File: config.mk
export PLATFORM = sky130hd
export DESIGN_NAME = key_light_fader
export DESIGN_NICKNAME = d
export VERILOG_FILES = /design/src/rtl/key_light_fader_pkg.sv /design/src/rtl/key_light_fader_tick_gen.sv /design/src/rtl/key_light_fader.sv
export SDC_FILE = /design/constraint.sdc
export NUM_CORES = 1
export LEC_CHECK = 0
export CELL_PAD_IN_SITES_DETAIL_PLACEMENT = 0
export CELL_PAD_IN_SITES_GLOBAL_PLACEMENT = 1
export CORE_UTILIZATION = 40
export CTS_BUF_LIST = sky130_fd_sc_hd__clkbuf_16
export DETAILED_ROUTE_END_ITERATION = 8
export HOLD_SLACK_MARGIN = 0.06
export PLACE_DENSITY = 0.71
export REMOVE_ABC_BUFFERS = 1
export SETUP_SLACK_MARGIN = 0.1
export SLEW_MARGIN = 25
export SYNTH_ARGS = -nofsm -noshare
export SYNTH_HDL_FRONTEND = slang
export SYNTH_SLANG_ARGS = --single-unit
File: constraint.sdc
create_clock -name clk -period 6.7 [get_ports clk]
set_input_delay 2.01 -clock clk [delete_from_list [all_inputs] [get_ports clk]]
set_output_delay 2.01 -clock clk [all_outputs]
set_load 0.02 [all_outputs]
File: src/rtl/key_light_fader_pkg.sv
// Shared definitions for the key-driven LED fader: note count, key codes
// of the twelve note keys and the key-code to note-channel decoder.
package key_light_pkg;

    localparam int C_NUM_NOTES = 12;

    // ASCII key codes of the note keys, lowest note (C) first
    localparam logic [7:0] KEY_C  = 8'h7A; // z
    localparam logic [7:0] KEY_CS = 8'h73; // s
    localparam logic [7:0] KEY_D  = 8'h78; // x
    localparam logic [7:0] KEY_DS = 8'h64; // d
    localparam logic [7:0] KEY_E  = 8'h63; // c
    localparam logic [7:0] KEY_F  = 8'h76; // v
    localparam logic [7:0] KEY_FS = 8'h67; // g
    localparam logic [7:0] KEY_G  = 8'h62; // b
    localparam logic [7:0] KEY_GS = 8'h68; // h
    localparam logic [7:0] KEY_A  = 8'h6E; // n
    localparam logic [7:0] KEY_AS = 8'h6A; // j
    localparam logic [7:0] KEY_B  = 8'h6D; // m

    // Result of decoding one key code
    typedef struct packed {
        logic       hit;   // key code belongs to a note
        logic [3:0] idx;   // note channel 0..11, valid only when hit=1
    } noteSel_t;

    // Map an ASCII key code to its note channel; unmapped codes give hit=0.
    function automatic noteSel_t key2note(input logic [7:0] inKey);
        noteSel_t sel;
        sel.hit = 1'b1;
        sel.idx = 4'd0;
        case (inKey)
            KEY_C:   sel.idx = 4'd0;
            KEY_CS:  sel.idx = 4'd1;
            KEY_D:   sel.idx = 4'd2;
            KEY_DS:  sel.idx = 4'd3;
            KEY_E:   sel.idx = 4'd4;
            KEY_F:   sel.idx = 4'd5;
            KEY_FS:  sel.idx = 4'd6;
            KEY_G:   sel.idx = 4'd7;
            KEY_GS:  sel.idx = 4'd8;
            KEY_A:   sel.idx = 4'd9;
            KEY_AS:  sel.idx = 4'd10;
            KEY_B:   sel.idx = 4'd11;
            default: begin
                sel.hit = 1'b0;
                sel.idx = 4'd0;
            end
        endcase
        return sel;
    endfunction

endpackage

File: src/rtl/key_light_fader_tick_gen.sv
// Periodic one-cycle tick generator. The counter runs 0..TP-1 and wraps;
// outTick is high during the cycle in which the counter holds TP-1, so the
// edge that wraps the counter is the edge that consumes the tick.
module tick_gen #(
    parameter int C_CLK_FRQ = 100000000,
    parameter int C_STEP_MS = 4
) (
    input  logic clk,
    input  logic rst,
    output logic outTick
);

    localparam int TP = C_CLK_FRQ / 1000 * C_STEP_MS;
    localparam int CW = (TP > 2) ? $clog2(TP) : 1;
    localparam logic [CW-1:0] CNT_LAST = CW'(TP - 1);
    localparam logic [CW-1:0] CNT_PRE  = CW'(TP - 2);
    localparam logic [CW-1:0] CNT_ZERO = {CW{1'b0}};
    localparam logic [CW-1:0] CNT_ONE  = CW'(1);

    logic [CW-1:0] tickCnt;

    // Period counter plus registered tick, raised one step ahead of the wrap
    always_ff @(posedge clk or posedge rst) begin
        if (rst) begin
            tickCnt <= CNT_ZERO;
            outTick <= 1'b0;
        end else begin
            if (tickCnt == CNT_LAST) begin
                tickCnt <= CNT_ZERO;
            end else begin
                tickCnt <= tickCnt + CNT_ONE;
            end
            outTick <= (tickCnt == CNT_PRE);
        end
    end

endmodule

File: src/rtl/key_light_fader.sv
// Key-light fader: each of the twelve note channels jumps to full level on
// a key strike and decays linearly on every tick; levels are rendered on
// the LED pins by a shared free-running PWM counter.
module key_light_fader
    import key_light_pkg::*;
#(
    parameter int C_CLK_FRQ   = 100000000,
    parameter int C_PWM_BITS  = 8,
    parameter int C_STEP_MS   = 4,
    parameter int C_STEP_SIZE = 1
) (
    input  logic                   clk,
    input  logic                   rst,
    input  logic [7:0]             inKey,
    input  logic                   inValid,
    output logic [C_NUM_NOTES-1:0] outLED,
    output logic                   outActive,
    output logic                   outMiss
);

    localparam int LMAX_I = (1 << C_PWM_BITS) - 1;
    localparam logic [C_PWM_BITS-1:0] LMAX    = LMAX_I[C_PWM_BITS-1:0];
    localparam logic [C_PWM_BITS-1:0] LSTEP   = C_STEP_SIZE[C_PWM_BITS-1:0];
    localparam logic [C_PWM_BITS-1:0] LZERO   = {C_PWM_BITS{1'b0}};
    localparam logic [C_PWM_BITS-1:0] PWM_ONE = C_PWM_BITS'(1);

    logic                   tick;
    noteSel_t               noteSel;
    logic                   strike;
    logic                   missNext;
    logic [C_PWM_BITS-1:0]  pwmCnt;
    logic [C_NUM_NOTES-1:0] pwmOn;
    logic [C_NUM_NOTES-1:0] levelNz;

    tick_gen #(
        .C_CLK_FRQ (C_CLK_FRQ),
        .C_STEP_MS (C_STEP_MS)
    ) uTickGen (
        .clk     (clk),
        .rst     (rst),
        .outTick (tick)
    );

    // Decode the strobed key into a note strike or a miss
    always_comb begin
        noteSel  = key2note(inKey);
        if (inValid) begin
            strike   = noteSel.hit;
            missNext = ~noteSel.hit;
        end else begin
            strike   = 1'b0;
            missNext = 1'b0;
        end
    end

    // Free-running PWM phase counter shared by all channels (wraps LMAX->0)
    always_ff @(posedge clk or posedge rst) begin
        if (rst) begin
            pwmCnt <= LZERO;
        end else begin
            pwmCnt <= pwmCnt + PWM_ONE;
        end
    end

    for (genvar g = 0; g < C_NUM_NOTES; g++) begin : gNote
        logic                  load;
        logic [C_PWM_BITS-1:0] levelReg;

        assign load       = strike && (noteSel.idx == 4'(g));
        assign levelNz[g] = (levelReg != LZERO);
        assign pwmOn[g]   = (pwmCnt < levelReg);

        // Channel level: a strike reloads full scale and beats a same-edge
        // tick; otherwise a tick decays the level, saturating at zero
        always_ff @(posedge clk or posedge rst) begin
            if (rst) begin
                levelReg <= LZERO;
            end else if (load) begin
                levelReg <= LMAX;
            end else if (tick && (levelReg != LZERO)) begin
                if (levelReg > LSTEP) begin
                    levelReg <= levelReg - LSTEP;
                end else begin
                    levelReg <= LZERO;
                end
            end
        end
    end

    // Registered LED drive, activity flag and miss pulse
    always_ff @(posedge clk or posedge rst) begin
        if (rst) begin
            outLED    <= {C_NUM_NOTES{1'b0}};
            outActive <= 1'b0;
            outMiss   <= 1'b0;
        end else begin
            outLED    <= pwmOn;
            outActive <= |levelNz;
            outMiss   <= missNext;
        end
    end

endmodule

# [Yosys cells after proc, flatten, opt, wreduce, memory -nomap -nowiden]
# Index checks and enable logic that the tools add are counted.
[totals] reg_bits=138 output_inout_bits=14 inputBits=11 wordCells=174
[op_classes] magnitude_cmp=24 bitwise=1 mux=41 n_addsub=14 n_eq_ne=25 reduce_logical=51
[op_table] cell="2-to-1 mux 8 bit" count=36
[op_table] cell="equality test 8 x 7 -> 1 bit, second input constant" count=12
[op_table] cell="> comparator 8 x 1 -> 1 bit, second input constant" count=12
[op_table] cell="< comparator 8 bit" count=12
[op_table] cell="nonzero test 8 bit" count=12
[op_table] cell="subtractor 8 x 1 -> 8 bit, second input constant" count=12
[op_table] cell="one-hot mux 4 bit (11 select lines)" count=1
[op_table] cell="equality test 19 bit, second input constant" count=2
[op_table] cell="logical AND 1 bit" count=24
[op_table] cell="nonzero test 2 bit" count=12
[op_table] cell="OR reduction 12 bit" count=2
[op_table] cell="adder 19 x 1 -> 19 bit, second input constant" count=1
[op_table] cell="2-to-1 mux 19 bit" count=1
[op_table] cell="equality test 4 x 3 -> 1 bit, second input constant" count=4
[op_table] cell="equality test 4 bit, second input constant" count=4
[op_table] cell="adder 8 x 1 -> 8 bit, second input constant" count=1
[op_table] cell="equality test 4 x 2 -> 1 bit, second input constant" count=2
[op_table] cell="equality test 4 x 1 -> 1 bit, second input constant" count=1
[op_table] cell="zero test 4 bit" count=1
[op_table] cell="2-to-1 mux 1 bit" count=3
[op_table] cell="inverter 1 bit" count=1

# [Depth between registers and ports, before layout]
[logic_depth] ltp_word=6 mapped_depth=8 ltp_nobuf=7

# [Modules after synthesis]
# Synthesis repeated with hierarchy kept, for this count alone.
[unflattened] hier_cells=1064 area_unflattened_um2=9567.9
[modules_own_cells] mod="key_light_fader" area_each_um2=8580.7 instances=1 cells_per_inst=975 seq_area_each_um2=2952.8
[modules_own_cells] mod="tick_gen" area_each_um2=987.2 instances=1 cells_per_inst=89 seq_area_each_um2=500.5

# [Least setup slack after synthesis]
# Ideal clock, no wire load.
[synth_path] path_type="in2reg" start="input port inKey[1]" end="register gNote[9].levelReg[1]" t_required_ps=6613 slack_ps=3441 path_buffers=2 cell_stages=6 setup_ps=87 arrival_ps=3173 path_cell_list="clkbuf_1 > nor2b_1 > nand2_1 > or3_1 > clkbuf_1 > o211ai_1"
[synth_between] elab_chain_len=6 elab_cells_between_ends=20 cone_classes="13 x eq/ne; 4 x mux; 3 x reduce/logical"
[synth_lines] element="from (decl)" line_no="key_light_fader.sv:14" rtl="input logic [7:0] inKey,"
[synth_lines] element="equality test 8 x 7 -> 1 bit" line_no="key_light_fader_pkg.sv:32" rtl="case (inKey)"
[synth_lines] element="OR reduction 12 bit (no source line)"
[synth_lines] element="2-to-1 mux 1 bit" line_no="key_light_fader_pkg.sv:32"
[synth_lines] element="2-to-1 mux 1 bit" line_no="key_light_fader.sv:47" rtl="if (inValid) begin"
[synth_lines] element="logical AND 1 bit *" line_no="key_light_fader.sv:69" rtl="assign load = strike && (noteSel.idx == 4'(g));"
[synth_lines] element="2-to-1 mux 8 bit or nonzero test 2 bit (tied branches)"
[synth_lines] element="to (signal assigned)" line_no="key_light_fader.sv:82" rtl="levelReg <= levelReg - LSTEP;"
[synth_lines] element="to (decl)" line_no="key_light_fader.sv:67" rtl="logic [C_PWM_BITS-1:0] levelReg;"
# Every way passes the cells marked *; elsewhere a longest branch is shown, timed or not.
# A chain may end at the register's enable or synchronous reset.

# [Final worst setup path]
[layout_path] start="input port inKey[5]" end="register gNote[9].levelReg[1]"
# Same word-level chain as after synthesis.

==> metrics.cfg <==
[power_and_ir_drop]
p_switching_uw=430
leakage_uw=0.00490
clockPowerShare_pct=53.4
switching_share_pct=23.0
ir_worst_vdd_mv=0.137
power_frac_seq_pct=44.7
comb_power_share_pct=1.9
powerDensity_nw_per_um2=182
internal_power_uw=1440

[synthesis]
synthArstFlopShare_pct=100
synth_top_area_cell=dfrtp_1
netlist-cell-type-count=52
syn_avg_cell_area_sq_um=8.90
synth_edf_count=0
ys_ff_latch=138
synth_cells=1022
ys_warn_count=0
synth_area_sq_um=9090
synth_commonest_cells=nand2_1 (140), dfrtp_1 (138), inv_1 (115), ha_1 (111), nand3_1 (80)
synthTopCellsByArea=dfrtp_1 (38%), ha_1 (15%), nand2_1 (5.8%)
yosysMostFrequentCell=nand2_1
synth-seq-area-share_pct=38.0
ys.flop_type=dfrtp_1
synth.top_cell.area_share_pct=38.0

[drt]
ant_nets=0
dr.pass1.iters=7
wl_per_cell_um=16.0
dr_total_vias=7343
wl_um=21500
vias_per_cell=5.45
first_iter_violations=311
drc=0

[run_status]
status=completed

[worst_setup_path]
reg2reg_depth=5
path_buf_inv=1
crit_path_end=gNote[9].levelReg[1]
slowest_stage=or3_1
cp.required_ns=7.04
crit_chain=clkdlybuf4s50_1 -> nand4b_1 -> nor2_1 -> nand2_1 -> or3_1 -> o211ai_1
cp_max_fo=8
critPathTopFamily=simple AND/OR/NAND/NOR gates
r2r-end=gNote[9].levelReg[7]
crit_cells=6
rrSetupSlack_ns=4.15
critPathLaunchType=input port
r2r-start=uTickGen.outTick
worstSetupStartpoint=inKey[5]
max_stage_delay_ns=0.54
crit_type=input port to flop
end_kind=flop
arrival_ns=3.80

[global_routing]
grt_pass1_wl_um=36900
first_global_vias=7316
grt_antenna_before_repair=0
grt_overflow=0
grt_max_degree=105
grt_usage_pct=19.7

[place]
numPlacedInstances=1316
routabilityCongestion=0.782
dp_hpwl_um=15000
io_buffers=24

[cts]
cts-resized-gates=0
cts_max_path_buffers=2
htreeDepth=4
cts_tree=done
clk-insertion-delay-late_ns=0.43
root_buffer=clkbuf_16
cts_setup_buffers=0
clk_pin_slew_worst_paths_ns=0.07
ctsHoldBuffers=0
numCtsBuffers=17
cts_sinks=138

[floorplan]
core-area_sq_um=22000
dieArea_sq_um=23300
dieWidth_um=153
die-height_um=153
io_pins=25
fp-row-count=54
start_util_pct=41.3

[finish]
finalNonFillerCells=1348
seq_area_sq_um=3450
drive_gt1_share_pct=6.09
fin_nets=1177
fillerInstances=2132
diodes=0
synthToLayoutAreaGrowth_pct=13.1
multiInputGateArea_sq_um=5150

[sta]
finalClockSkew_ns=0.0127
slew_headroom_pct=29.9
setup_tns_ns=0
setup_viol=0
hold_viol_final=0
rsz0062_at_grt=false
fin_crit_ns=3.46
max_freq_mhz=289
slew_viol_final=0
fin_crit_sh_pct=51.6
worst_pin_slew_ns=1.05

[hold_path]
hold_path.class=flop to flop

[job]
maxCapViolCount=0

==> power groups by stage <==
stage	Combinational [uW]	Sequential (uW)	Clock, uW
finish	34.8	835	997
global route	40.4	834	1050
CTS	36.5	834	1020
detailed placement	36.5	850	0
global placement	36.4	850	0
floorplan	18.9	851	0
==> worst reg2reg max path, cell delays in order (launching register included) <==
cell and delay [ns]:
dfrtp_2 0.81, buf_4 0.45, nand4_1 0.23, nor4_1 0.27, or4b_2 0.61, o211ai_1 0.10
==> registers in the layout, indices dropped and copies added, names as in the netlist <==
signal            flops
uTickGen.outTick      1
uTickGen.tickCnt     19
gNote.levelReg       96
outLED               12
outMiss               1
outActive             1
pwmCnt                8
==> metal layers <==
| layer | wire [um] | share of wire, % | track usage, % | up-vias |
|---|---|---|---|---|
| li1 | - | - | - | 3731 |
| met1 | 10700 | 50 | 26.7 | 3493 |
| met2 | 9960 | 46 | 32.5 | 94 |
| met3 | 486 | 2.3 | 2.70 | 25 |
| met4 | 377 | 1.8 | 6.59 | 0 |
| met5 | 0 | 0 | 0 | - |
==> cell usage in the layout (no fill, tap or decap), types with 6 or more instances in the layout <==
master           instances
a2111oi_0               12
a21boi_0                12
a21oi_1                 18
a31o_2                  14
and3_1                   8
clkbuf_16               17
clkdlybuf4s50_1         24
dfrtp_1                137
ha_1                   111
inv_1                  114
inv_6                    6
nand2_1                140
nand3_1                 80
nand4_1                 21
nor2_1                  39
nor3_1                  35
nor3b_1                  7
nor4_1                  18
o211ai_1                31
o21a_1                  25
o21ai_0                 57
or3_1                   12
xnor2_1                 40
xor2_1                   7
==> metrics by stage <==
stage | hold WS [ns] | util, % | power [uW] | setup slack [ns] | area [sq um]
after floorplan | 0.458 | - | 870 | 0.994 | 9040
after detailed placement | 0.486 | 43.9 | 887 | 2.79 | 9660
final | 0.493 | 46.7 | 1870 | 3.24 | 10300
after global routing | 0.552 | 46.7 | 1930 | 3.11 | 10300
after CTS | 0.501 | 46.7 | 1890 | 3.25 | 10300
after global placement | 0.485 | 43.9 | 887 | 2.81 | 9660
==> layout make-up <==
class	count	share of cell area, %
multi-input cells	755	50.1
clock buffers	17	4.14
inverters	115	4.27
well taps	280	3.41
flip-flops and latches	138	33.6
clock inverters	15	1.84
repair buffers	28	2.63
==> how the worst min path moves through the flow <==
stage	slack, ns	from	depth (start not counted)	endpoint
after floorplan	0.46	uTickGen.tickCnt[6]	1	uTickGen.tickCnt[6]
after global placement	0.49	uTickGen.tickCnt[6]	1	uTickGen.tickCnt[6]
after detailed placement	0.49	uTickGen.tickCnt[6]	1	uTickGen.tickCnt[6]
after CTS	0.50	uTickGen.tickCnt[6]	1	uTickGen.tickCnt[6]
after global routing	0.55	uTickGen.tickCnt[10]	1	uTickGen.tickCnt[10]
final	0.49	uTickGen.tickCnt[6]	1	uTickGen.tickCnt[6]
==> cells by family (layout without fill, tap and decap cells) <==
logic type / Yosys count / in the layout / share of synthesized area (%)
simple gates: 400 / 400 / 21.9
flops: 138 / 138 / 38.0
xor+xnor: 47 / 47 / 4.53
compound gates: 191 / 191 / 14.2
fa+ha+maj: 111 / 111 / 15.3
buf+inv: 129 / 175 / 5.37
mux: 6 / 6 / 0.674
(Power assumes the default switching activity.)
